`config.mk`:
```
export PLATFORM = sky130hd
export DESIGN_NAME = vec_int_ctrl
export DESIGN_NICKNAME = d
export VERILOG_FILES = /design/src/rtl/int_pkg.sv /design/src/rtl/int_prio_enc.sv /design/src/rtl/vec_int_ctrl.sv
export SDC_FILE = /design/constraint.sdc
export NUM_CORES = 1
export LEC_CHECK = 0
export BUFFER_PORTS_ARGS = -buffer_cell sky130_fd_sc_hd__buf_2
export CAP_MARGIN = 20
export CORE_MARGIN = 10
export CORE_UTILIZATION = 25
export DETAILED_ROUTE_END_ITERATION = 10
export SKIP_CTS_REPAIR_TIMING = 1
export SLEW_MARGIN = 0
export SYNTH_ARGS = -nofsm -noshare
export SYNTH_HDL_FRONTEND = slang
export SYNTH_SLANG_ARGS = --single-unit
```
`constraint.sdc`:
```
create_clock -name clk -period 1.9 [get_ports clk]
set_clock_uncertainty 0.1 [all_clocks]
set_input_delay 0.19 -clock clk [delete_from_list [all_inputs] [get_ports clk]]
set_output_delay 0.19 -clock clk [all_outputs]
set_load 0.01 [all_outputs]
```
`src/rtl/int_pkg.sv`:
```
// Shared types and constants for the vectored interrupt controller.
package int_pkg;

  typedef enum logic [1:0] {IDLE, TAKE, SERVICE} int_state_t;

  localparam logic [31:0] DEF_VEC_BASE   = 32'h0000_0100;
  localparam logic [31:0] DEF_VEC_STRIDE = 32'h0000_0010;

  function automatic int id_w(input int n);
    return (n > 1) ? $clog2(n) : 1;
  endfunction

endpackage

```
`src/rtl/int_prio_enc.sv`:
```
// Lowest-index-wins priority encoder; valid is high when any request is set.
module int_prio_enc
  import int_pkg::*;
#(
  parameter  int NUM_IRQ = 4,
  localparam int ID_W    = id_w(NUM_IRQ)
) (
  input  logic [NUM_IRQ-1:0] req,
  output logic [ID_W-1:0]    id,
  output logic               valid
);

  // Scan downward so the last hit, the lowest index, is the one kept.
  always_comb begin
    id = '0;
    for (int i = NUM_IRQ - 1; i >= 0; i--)
      if (req[i]) id = ID_W'(i);
  end

  assign valid = |req;

endmodule

```
`src/rtl/vec_int_ctrl.sv`:
```
// Vectored interrupt controller: edge-detected pending latches, mask, fixed priority, EPC/eret.
// Define INT_SYNC_EN to put a 2-flop synchroniser in front of the edge detector.
module vec_int_ctrl
  import int_pkg::*;
#(
  parameter  int                NUM_IRQ    = 4,
  parameter  int                ADDR_W     = 32,
  parameter  logic [ADDR_W-1:0] VEC_BASE   = ADDR_W'(DEF_VEC_BASE),
  parameter  logic [ADDR_W-1:0] VEC_STRIDE = ADDR_W'(DEF_VEC_STRIDE),
  localparam int                ID_W       = id_w(NUM_IRQ)
) (
  input  logic               clk,
  input  logic               reset,
  input  logic [NUM_IRQ-1:0] irq_in,
  input  logic               mask_we,
  input  logic [NUM_IRQ-1:0] mask_wd,
  input  logic               hold,
  input  logic [ADDR_W-1:0]  pc_next,
  input  logic               eret,
  output logic               int_take,
  output logic [ADDR_W-1:0]  int_vec,
  output logic [ID_W-1:0]    int_id,
  output logic [ADDR_W-1:0]  epc,
  output logic               in_service,
  output logic [NUM_IRQ-1:0] pend_q,
  output logic [NUM_IRQ-1:0] mask_q,
  output logic               gie_q
);

  logic [NUM_IRQ-1:0] irq_src, irq_prev, rise, elig, clr;
  logic [ID_W-1:0]    sel;
  logic               sel_vld;
  int_state_t         state, state_nxt;
  logic               take_go, ret_go;

`ifdef INT_SYNC_EN
  logic [NUM_IRQ-1:0] sync1, sync2;

  always_ff @(posedge clk or posedge reset) begin
    if (reset) begin
      sync1 <= '0;
      sync2 <= '0;
    end else begin
      sync1 <= irq_in;
      sync2 <= sync1;
    end
  end

  assign irq_src = sync2;
`else
  assign irq_src = irq_in;
`endif

  assign rise = irq_src & ~irq_prev;
  assign elig = pend_q & mask_q;

  int_prio_enc #(.NUM_IRQ(NUM_IRQ)) u_prio_enc (
    .req   (elig),
    .id    (sel),
    .valid (sel_vld)
  );

  always_ff @(posedge clk or posedge reset) begin
    if (reset) state <= IDLE;
    else       state <= state_nxt;
  end

  always_comb begin
    state_nxt = state;
    take_go   = 1'b0;
    ret_go    = 1'b0;
    case (state)
      IDLE: if (gie_q && sel_vld && !hold) begin
        take_go   = 1'b1;
        state_nxt = TAKE;
      end
      TAKE: state_nxt = SERVICE;
      SERVICE: if (eret) begin
        ret_go    = 1'b1;
        state_nxt = IDLE;
      end
      default: state_nxt = IDLE;
    endcase
  end

  assign clr = take_go ? (NUM_IRQ'(1) << sel) : '0;

  // A fresh edge on the source being cleared survives: set is OR'd after the clear.
  always_ff @(posedge clk or posedge reset) begin
    if (reset) begin
      irq_prev   <= '0;
      pend_q     <= '0;
      mask_q     <= '1;
      gie_q      <= 1'b1;
      int_id     <= '0;
      epc        <= '0;
      in_service <= 1'b0;
    end else begin
      irq_prev <= irq_src;
      pend_q   <= (pend_q & ~clr) | rise;
      if (mask_we) mask_q <= mask_wd;
      if (take_go) begin
        int_id <= sel;
        epc    <= pc_next;
        gie_q  <= 1'b0;
      end
      if (state == TAKE) in_service <= 1'b1;
      if (ret_go) begin
        in_service <= 1'b0;
        gie_q      <= 1'b1;
      end
    end
  end

  assign int_take = (state == TAKE);
  assign int_vec  = VEC_BASE + ADDR_W'(int_id) * VEC_STRIDE;

endmodule

```
==> run_results.csv, run 1 <==
group,metric,value,unit
min_path,hold_path_class,"input port to flop",
grt,grt_first_pass_wirelength,8.09,mm
floorplanning,start_util,26.0,%
place,hpwl,4.09,mm
pwr,irDropWorstVdd,0.000601,V
route,avgViaCountPerCell,3.89,
synthesis,yosysMostFrequentCell,"dfrtp_1",
floorplanning,io_pins,122,
route,route.met3.wl,690,µm
route,drt_wl_total,5.42,mm
synthesis,yosys.cell_types.count,22,
setup_path,worstSetupStartpointType,"flop",
layout,drive_gt1_share,56.1,%
synthesis,synthSimpleGateAreaFrac,4.95,%
setup_path,crit_slowest_cell,"dfstp_2",
route,route.detailed.drc,0,
timing,setup-tns-final,0,ns
layout,fin_nets,313,
floorplanning,die_x,116,µm
floorplanning,rows,34,
route,postRouteAntennaNets,0,
route,wl_met1,2.18,mm
pwr,total_power,4550,µW
route,initialDrtViolationCount,25,
timing,finalCriticalPeriod,1.74,ns
layout,n_antenna_cell,0,
clocking,cts.sink_count,50,
setup_path,reg2reg_depth,4,
setup_path,slowest_delay,0.55,ns
timing,rsz0062_at_grt,"no",
setup_path,worstPathArrival,1.83,ns
layout,fill_cells,914,
setup_path,crit_cells,4,
layout,finalNonFillerCells,377,
setup_path,cp_num_buf_inv,1,
timing,max_clock_freq,575,MHz
clocking,cts_buffers,5,
floorplanning,core_area,8850,µm²
synthesis,synth-seq-cells,50,
timing,hold_viol,0,
synthesis,synth_top_cell_area_share,49.0,%
grt,grt_pass1_vias,1533,
grt,grt_max_degree,51,
clocking,max-clock-path-buffers,2,
pwr,p_per_area,1500,nW/µm²
timing,fin_crit_sh,91.6,%
clocking,clkTransAtPathRegs,0.10,ns
floorplanning,dieArea,13400,µm²
setup_path,worstSetupEndpointType,"flop",
route,dr.pass1.iters,4,
pwr,p_leak,0.00154,µW
place,gp_congestion,0.652,
setup_path,critPathRequiredTime,1.99,ns
route,routedWlPerCell,14.4,µm
grt,antenna_found_initial,0,
synthesis,synth_xor_area_share,0,%
setup_path,crit_chain,"nor4b_4, o21a_2, buf_12, mux2_2",
synthesis,netlist_instances,160,
synthesis,synthArstFlopShare,100,%
route,wl_met2,2.54,mm
place,numPortBuffers,91,
layout,seq_area,1260,µm²
timing,finalSetupViolCount,0,
grt,grt-ovfl-total,0,
layout,multi_input_area,815,µm²
grt,track_usage,7.41,%
job,cap_violations,0,
setup_path,path_delay_family,"flip-flops",
clocking,htree_levels,2,
synthesis,seq_area_frac_synth,54.7,%
synthesis,ys.flop_type,"dfrtp_1",
clocking,insertion_delay,0.30,ns
route,vias,1467,
synthesis,synth_adder_area_share,0,%
synthesis,netlist_area,2300,µm²
clocking,root_buffer,"clkbuf_8",
layout,areaGrowthSynthToFinish,31.8,%
synthesis,synth_top_cells_by_area,"dfrtp_1 49%, mux2_4 18%, buf_4 10%",
synthesis,yosys_warnings,0,
min_path,holdPathStages,2,
synthesis,yosysTopAreaCell,"dfrtp_1",
floorplanning,die_h,116,µm
clocking,cts_tree,"done",
place,dp_cells,355,
synthesis,synth_edf_count,0,
synthesis,synth_area_per_cell,14.4,µm²
route,top_layer,"met4",
timing,slew_viol_final,0,
synthesis,synth_top_family_by_area,"multiplexers",
synthesis,synthMuxAreaShare,22.7,%
synthesis,synth_common_cells,"45 x dfrtp_1, 32 x buf_4, 28 x mux2_4",
timing,hold_slack,0.0125,ns
setup_path,path_class,"flop to flop",
setup_path,cp_max_fo,18,
run_status,status,"finished, final reports clean",
synthesis,synth_compound_area_share,2.83,%
==> kinds of logic (layout without fill, tap and decap cells) <==
family,count (synthesis),in the layout
DFF,50,50
and+or+nand+nor,19,19
other,2,30
muxes,37,37
AOI/OAI and AO/OA,10,10
buffers and inverters,42,123
==> per-stage QoR <==
stage	instance area [µm²]	setup WS, ns	utilization, %
3_3_place_gp	2750	0.195	31.1
3_5_place_dp	2750	0.153	31.1
4_1_cts	2890	0.138	32.7
2_1_floorplan	2400	0.0930	-
5_1_grt	3030	0.0939	34.2
6_report	3030	0.160	34.2
==> layer usage <==
layer	up-vias	global-route usage, %
li1	686	-
met1	702	8.80
met2	77	11.6
met3	2	3.98
met4	0	1.75
met5	-	0
==> report_power, final <==
part	total, µW	internal (µW)	switching [µW]
logic	1860	1070	789
registers	1800	1530	270
clock network	894	528	366
total	4550	3120	1430
==> state kept, by name (all words and copies together) (netlist names) <==
name / flops
in_service: 1
gie_q: 1
pend_q: 4
state: 2
mask_q: 4
irq_prev: 4
int_id: 2
epc: 32
==> worst register-to-register path: stages, from the launching register on <==
cell,delay [ns]
dfstp_2,0.55
nor4b_4,0.21
o21a_2,0.24
buf_12,0.19
mux2_2,0.35
==> cell type report <==
class	count	area share [%]
Tap cell	108	4.46
Clock buffer	5	2.27
Multi-Input combinational cell	96	26.9
Inverter	6	0.743
Sequential cell	50	41.5
Timing Repair Buffer	109	21.9
Clock inverter	3	2.27
==> final timing paths <==
check	from	end	slack [ns]
setup / recovery	gie_q$_DFFE_PP1P_	epc[28]$_DFFE_PP0P_	0.16
hold / removal	pc_next[27]	epc[27]$_DFFE_PP0P_	0.01
setup reg to reg	gie_q$_DFFE_PP1P_	epc[28]$_DFFE_PP0P_	0.16
hold reg to reg	irq_prev[0]$_DFF_PP0_	pend_q[0]$_DFF_PP0_	0.33
max in group asynchronous	reset	gie_q$_DFFE_PP1P_	1.05
min in group asynchronous	reset	epc[14]$_DFFE_PP0P_	0.37
==> cells in the final DEF, fill, tap and decap left out <==
| master | Yosys | final |
|---|---|---|
| buf_2 | 0 | 91 |
| dfrtp_1 | 45 | 45 |
| conb_1 | 2 | 30 |
| mux2_4 | 28 | 28 |
| dlygate4sd3_1 | 0 | 14 |
| nand2_1 | 10 | 10 |
| mux2_2 | 9 | 9 |
| inv_1 | 6 | 5 |
| clkbuf_8 | 0 | 5 |
| dfstp_2 | 5 | 5 |
| nand3_1 | 3 | 3 |
| o21ai_0 | 3 | 3 |
| buf_12 | 3 | 3 |
| a21oi_1 | 2 | 2 |
| a22o_1 | 2 | 2 |
| bufinv_16 | 0 | 2 |
| and2b_2 | 1 | 1 |
| nand3b_1 | 1 | 1 |
| o21a_1 | 2 | 1 |
| nor4b_4 | 1 | 1 |
| o21a_2 | 0 | 1 |
| nor3b_1 | 1 | 1 |
| or2_2 | 1 | 1 |
| and3_2 | 1 | 1 |
| inv_2 | 0 | 1 |
| a21boi_0 | 1 | 1 |
| clkinv_4 | 0 | 1 |
| buf_4 | 32 | 1 |
Power figures use the tool's default switching activity.
==> run 2: changes to the inputs <==
--- a/config.mk
+++ b/config.mk
@@ -8,8 +8,9 @@
 export BUFFER_PORTS_ARGS = -buffer_cell sky130_fd_sc_hd__buf_2
 export CAP_MARGIN = 20
 export CORE_MARGIN = 10
-export CORE_UTILIZATION = 25
+export CORE_UTILIZATION = 34
 export DETAILED_ROUTE_END_ITERATION = 10
+export PLACE_DENSITY = 0.66
 export SKIP_CTS_REPAIR_TIMING = 1
 export SLEW_MARGIN = 0
 export SYNTH_ARGS = -nofsm -noshare
==> run 2 against run 1 <==
Against the previous run:
- sequential share of layout area increased by 2.5 points
- sequential power hardly changed
- routed wire length down 5.9%
- critical path depth stayed put
- critical endpoint is now epc[30]$_DFFE_PP0P_
- largest cell class unchanged
- largest power group unchanged
==> run_results.csv, run 2 (same netlist as run 1, synthesis figures left out) <==
group,metric,value,unit
min_path,holdPathStages,2,
route,drt_wl_total,5.10,mm
place,dpl_cell_area,2710,µm²
timing,setup-tns-final,0,ns
min_path,hold_path_class,"input port to flop",
route,vias,1398,
timing,slew_viol_final,0,
setup_path,worstPathArrival,1.83,ns
grt,grt-ovfl-total,0,
grt,antenna_found_initial,0,
layout,finalNonFillerCells,337,
timing,hold_viol,0,
clocking,root_buffer,"clkbuf_8",
grt,use_met1,9.56,%
timing,finalSetupViolCount,0,
setup_path,r2r_start,"gie_q$_DFFE_PP1P_",
min_path,hold_end,"epc[6]$_DFFE_PP0P_",
run_status,status,"finished, final reports clean",
setup_path,reg2reg_depth,4,
clocking,max-clock-path-buffers,2,
layout,areaGrowthSynthToFinish,24.2,%
setup_path,path_delay_family,"flip-flops",
route,avgViaCountPerCell,4.15,
setup_path,path_class,"flop to flop",
setup_path,worstSetupStartpointType,"flop",
setup_path,crit_slowest_cell,"dfstp_2",
timing,rsz0062_at_grt,"no",
pwr,irDropWorstVdd,0.000571,V
setup_path,worstSetupEndpointType,"flop",
grt,grt_use_met3,4.59,%
grt,grt_pass1_vias,1560,
timing,fin_crit_sh,91.9,%
setup_path,cp_max_fo,20,
clocking,clkTransAtPathRegs,0.09,ns
min_path,min_from,"pc_next[6]",
place,hpwl,4.00,mm
pwr,p_leak,0.00149,µW
setup_path,slowest_delay,0.55,ns
grt,grt_max_degree,51,
floorplanning,start_util,35.6,%
floorplanning,core_area,6460,µm²
layout,fin_nets,304,
layout,largest_reg_flops,32,
floorplanning,io_pins,122,
clocking,cts_buffers,5,
clocking,cts_tree,"done",
layout,regMostFlops,"epc",
route,dr.pass1.iters,4,
timing,hold_slack,0.0183,ns
route,route.detailed.drc,0,
layout,most-common-layout-cells,"91 x buf_2, 45 x dfrtp_1, 30 x conb_1, 28 x mux2_4, 10 x nand2_1",
grt,grt_first_pass_wirelength,7.53,mm
clocking,htree_levels,2,
setup_path,cp_num_buf_inv,1,
place,numPortBuffers,91,
setup_path,critPathRequiredTime,1.99,ns
place,dp_cells,324,
floorplanning,die_h,102,µm
grt,track_usage,9.06,%
route,postRouteAntennaNets,0,
floorplanning,dieArea,10500,µm²
floorplanning,die_x,102,µm
pwr,total_power,4260,µW
clocking,cts.sink_count,50,
setup_path,crit_chain,"nor4b_4, o21a_2, buf_12, mux2_2",
layout,finalInstanceArea,2860,µm²
setup_path,regToRegSetupSlack,0.15,ns
place,gp_congestion,0.645,
timing,max_clock_freq,573,MHz
job,cap_violations,0,
layout,final_common_cell,"buf_2",
timing,finalCriticalPeriod,1.75,ns
setup_path,r2r_end,"epc[30]$_DFFE_PP0P_",
floorplanning,rows,29,
clocking,insertion_delay,0.29,ns
layout,drive_gt1_share,57.7,%
grt,use_met2,15.6,%
route,routedWlPerCell,15.1,µm
route,initialDrtViolationCount,29,
grt,top_usage_layer,"met2",
pwr,p_per_area,1490,nW/µm²
layout,n_antenna_cell,0,
run 2: where the power goes:
part           total [µW]  switching (µW)  internal, µW  leakage (µW)
Combinational        1860             801          1060      0.000862
Clock                 621             327           294     0.0000482
Sequential           1780             253          1530      0.000577
Total                4260            1380          2880       0.00149
run 2: worst max path at each step:
stage | start | end | cells past startpoint
6_report | gie_q$_DFFE_PP1P_ | epc[30]$_DFFE_PP0P_ | 4
5_1_grt | gie_q$_DFFE_PP1P_ | epc[28]$_DFFE_PP0P_ | 4
4_1_cts | gie_q$_DFFE_PP1P_ | epc[30]$_DFFE_PP0P_ | 4
3_5_place_dp | gie_q$_DFFE_PP1P_ | epc[30]$_DFFE_PP0P_ | 4
3_3_place_gp | gie_q$_DFFE_PP1P_ | epc[28]$_DFFE_PP0P_ | 4
2_1_floorplan | gie_q$_DFFE_PP1P_ | epc[10]$_DFFE_PP0P_ | 5
run 2: worst register-to-register path: stages (launching register included):
cell and delay (ns):
dfstp_2 0.55, nor4b_4 0.21, o21a_2 0.24, buf_12 0.19
mux2_2 0.35
run 2: area by class of cell:
cell class / count / area (µm²)
Sequential cell: 50 / 1260
Multi-Input combinational cell: 96 / 815
Inverter: 6 / 22.5
Tap cell: 77 / 96.3
Fill cell: 618 / 3600
Clock inverter: 1 / 5.00
Timing Repair Buffer: 100 / 573
Clock buffer: 7 / 86.3
run 2: per-layer routing:
| metal | up-vias | part of all wire, % |
|---|---|---|
| li1 | 664 | - |
| met1 | 656 | 39 |
| met2 | 73 | 49 |
| met3 | 5 | 12 |
| met4 | 0 | 0.74 |
| met5 | - | 0 |
run 2: per-stage QoR:
step	setup slack, ns	util [%]
6_report	0.154	44.2
4_1_cts	0.129	43.4
3_3_place_gp	0.190	42.0
3_5_place_dp	0.147	42.0
5_1_grt	0.0735	44.2
2_1_floorplan	0.0930	-
==> run 3: changes to the inputs <==
--- a/config.mk
+++ b/config.mk
@@ -5,6 +5,7 @@
 export SDC_FILE = /design/constraint.sdc
 export NUM_CORES = 1
 export LEC_CHECK = 0
+export ABC_AREA = 1
 export BUFFER_PORTS_ARGS = -buffer_cell sky130_fd_sc_hd__buf_2
 export CAP_MARGIN = 20
 export CORE_MARGIN = 10
==> run 3 against run 2 <==
Against the previous run:
- the run now ends with negative hold slack left
- synthesized cell count is 53% higher
- final cell count is 32% higher
- register-to-register slack better by 0.03 ns
- cell area increased by 6.5%
- via count grew 30%
- largest power group is now sequential cells
- setup slack improved by 0.033 ns
- sequential share of layout area shrank 2.7 points
- sequential cell count stayed put
- global-route usage up 1.2 points
==> run_results.csv, run 3 <==
group,metric,value,unit
grt,grt_pass1_vias,1844,
route,avgViaCountPerCell,4.09,
route,initialDrtViolationCount,32,
grt,grt_first_pass_wirelength,8.60,mm
floorplanning,die_x,102,µm
synthesis,yosysMostFrequentCell,"nand2_1",
setup_path,cp_max_fo,17,
layout,post-route-util,47.4,%
clocking,cts_buffers,5,
timing,worstMarginPinSlew,0.771,ns
layout,most-common-layout-cells,"110 x nand2_1, 91 x buf_2, 45 x dfrtp_1, 30 x conb_1, 29 x dlygate4sd3_1",
place,numPortBuffers,91,
grt,track_usage,10.3,%
setup_path,worstPathArrival,1.84,ns
setup_path,slowest_delay,0.65,ns
grt,grt-ovfl-total,0,
timing,max_clock_freq,584,MHz
setup_path,worstSetupStartpointType,"flop",
layout,fin_nets,411,
floorplanning,rows,29,
place,gp_congestion,0.745,
setup_path,path_class,"flop to flop",
pwr,irDropWorstVdd,0.000544,V
synthesis,synthArstFlopShare,100,%
pwr,p_per_area,1290,nW/µm²
pwr,p_leak,0.00172,µW
layout,finalNonFillerCells,444,
setup_path,cp_common_cell,"nand2_1",
job,cap_violations,0,
clocking,root_buffer,"clkbuf_8",
floorplanning,die_h,102,µm
setup_path,path_delay_family,"compound AO/OA/AOI/OAI gates",
setup_path,crit_cells,5,
layout,fill_cells,660,
route,route.detailed.drc,0,
clocking,cts.sink_count,50,
setup_path,critPathRequiredTime,2.03,ns
setup_path,r2r_start,"pend_q[3]$_DFF_PP0_",
route,vias,1818,
clocking,max-clock-path-buffers,2,
timing,hold_slack,-0.0198,ns
floorplanning,io_pins,122,
min_path,hold_path_class,"input port to flop",
place,dp_cells,406,
layout,regMostFlops,"epc",
layout,areaGrowthSynthToFinish,33.9,%
synthesis,netlist_area,2270,µm²
timing,rsz0062_at_grt,"no",
route,dr.pass1.iters,4,
route,routedWlPerCell,13.5,µm
floorplanning,dieArea,10300,µm²
synthesis,synth_top_cell_area_share,49.6,%
synthesis,seq_area_frac_synth,55.4,%
setup_path,worstSetupEndpointType,"flop",
synthesis,synth_common_cells,"110 x nand2_1, 45 x dfrtp_1, 32 x buf_4",
setup_path,regToRegSetupSlack,0.19,ns
clocking,cts_tree,"done",
synthesis,yosys.cell_types.count,20,
setup_path,cp_num_buf_inv,0,
min_path,min_from,"pc_next[11]",
grt,antenna_found_initial,0,
run_status,status,"finished, violations left",
pwr,total_power,3920,µW
synthesis,synth_area_per_cell,9.27,µm²
timing,maxSlewHeadroom,48.6,%
synthesis,synth_top_cells_by_area,"dfrtp_1 50%, nand2_1 18%, buf_4 11%",
setup_path,crit_path_end,"epc[24]$_DFFE_PP0P_",
timing,setup-tns-final,0,ns
setup_path,reg2reg_depth,5,
synthesis,synth_edf_count,0,
route,drt_wl_total,5.98,mm
layout,n_antenna_cell,0,
layout,largest_reg_flops,32,
grt,grt_max_degree,51,
setup_path,r2r_end,"epc[24]$_DFFE_PP0P_",
timing,finalCriticalPeriod,1.71,ns
timing,finalSetupViolCount,0,
synthesis,netlist_instances,245,
synthesis,yosys_warnings,0,
setup_path,crit_slowest_cell,"o21ai_2",
clocking,htree_levels,2,
clocking,insertion_delay,0.30,ns
setup_path,cp-startpoint,"pend_q[3]$_DFF_PP0_",
timing,slew_viol_final,0,
synthesis,ys.flop_type,"dfrtp_1",
timing,hold_viol,6,
clocking,clkTransAtPathRegs,0.09,ns
route,postRouteAntennaNets,0,
run_status,violations,"negative hold slack",
synthesis,yosysTopAreaCell,"dfrtp_1",
timing,fin_crit_sh,90.2,%
floorplanning,core_area,6420,µm²
layout,final_common_cell,"nand2_1",
place,hpwl,4.20,mm
synthesis,synth-seq-cells,50,
layout,drive_gt1_share,34.3,%
floorplanning,start_util,35.4,%
setup_path,crit_chain,"nand2_1, nand2_2, o21ai_2, nand2_1, nand2_1",
run 3: changes by cell type in the layout (fill, tap and decap cells not counted), moves of 3 or more:
cell / previous run / this run
mux2_4: 28 / 0
mux2_2: 9 / 3
nor2_4: 0 / 3
inv_1: 5 / 12
dlygate4sd3_1: 5 / 29
o21ai_0: 3 / 7
nand2_1: 10 / 110
nand2_2: 0 / 9
run 3: through the flow:
stage / setup slack [ns] / instance area (µm²)
6_report: 0.187 / 3040
5_1_grt: 0.0581 / 3040
4_1_cts: 0.123 / 2740
3_5_place_dp: 0.154 / 2650
3_3_place_gp: 0.222 / 2650
2_1_floorplan: 0.417 / 2380
run 3: where the power goes:
| group | internal (µW) | total, µW | switching (µW) |
|---|---|---|---|
| Sequential | 1480 | 1720 | 235 |
| Combinational | 630 | 1580 | 946 |
| Clock | 294 | 625 | 331 |
run 3: worst reg2reg max path: stages (launching register included):
cell     delay, ns
dfrtp_1       0.40
nand2_1       0.13
nand2_2       0.14
o21ai_2       0.65
nand2_1       0.13
nand2_1       0.10
run 3: how the worst min path moves through the flow:
stage | slack, ns | cells after the start | endpoint
final | -0.02 | 3 | epc[11]$_DFFE_PP0P_
after global routing | 0.0006 | 3 | epc[11]$_DFFE_PP0P_
after floorplan | 0.12 | 0 | irq_prev[0]$_DFF_PP0_
after global placement | 0.15 | 3 | epc[30]$_DFFE_PP0P_
after detailed placement | 0.16 | 3 | epc[25]$_DFFE_PP0P_
after CTS | -0.18 | 3 | epc[13]$_DFFE_PP0P_
run 3: layout make-up:
cell class	count	area (µm²)	share of cell area, %
clock buffers	7	86.3	2.84
multi-input cells	173	767	25.2
clock inverters	1	5.00	0.165
flip-flops and latches	50	1260	41.3
inverters	13	48.8	1.60
repair buffers	123	781	25.7
well taps	77	96.3	3.17
run 3: routing by layer:
metal  wire length [µm]  share of wire [%]  up-vias  global-route usage, %
met3                681                 11        7                   5.65
met4                 70                1.2        0                   2.31
met2               2780                 46       76                   17.8
met5                  0                  0        -                      0
met1               2450                 41      814                   10.7
li1                   -                  -      921                      -
run 3: cell families after synthesis:
kind of cell / count (synthesis) / synth area share [%]
and+or+nand+nor: 130 / 24.4
buffers and inverters: 51 / 15.9
DFF: 50 / 55.4
AOI/OAI and AO/OA: 9 / 2.59
muxes: 3 / 1.49
other: 2 / 0.331
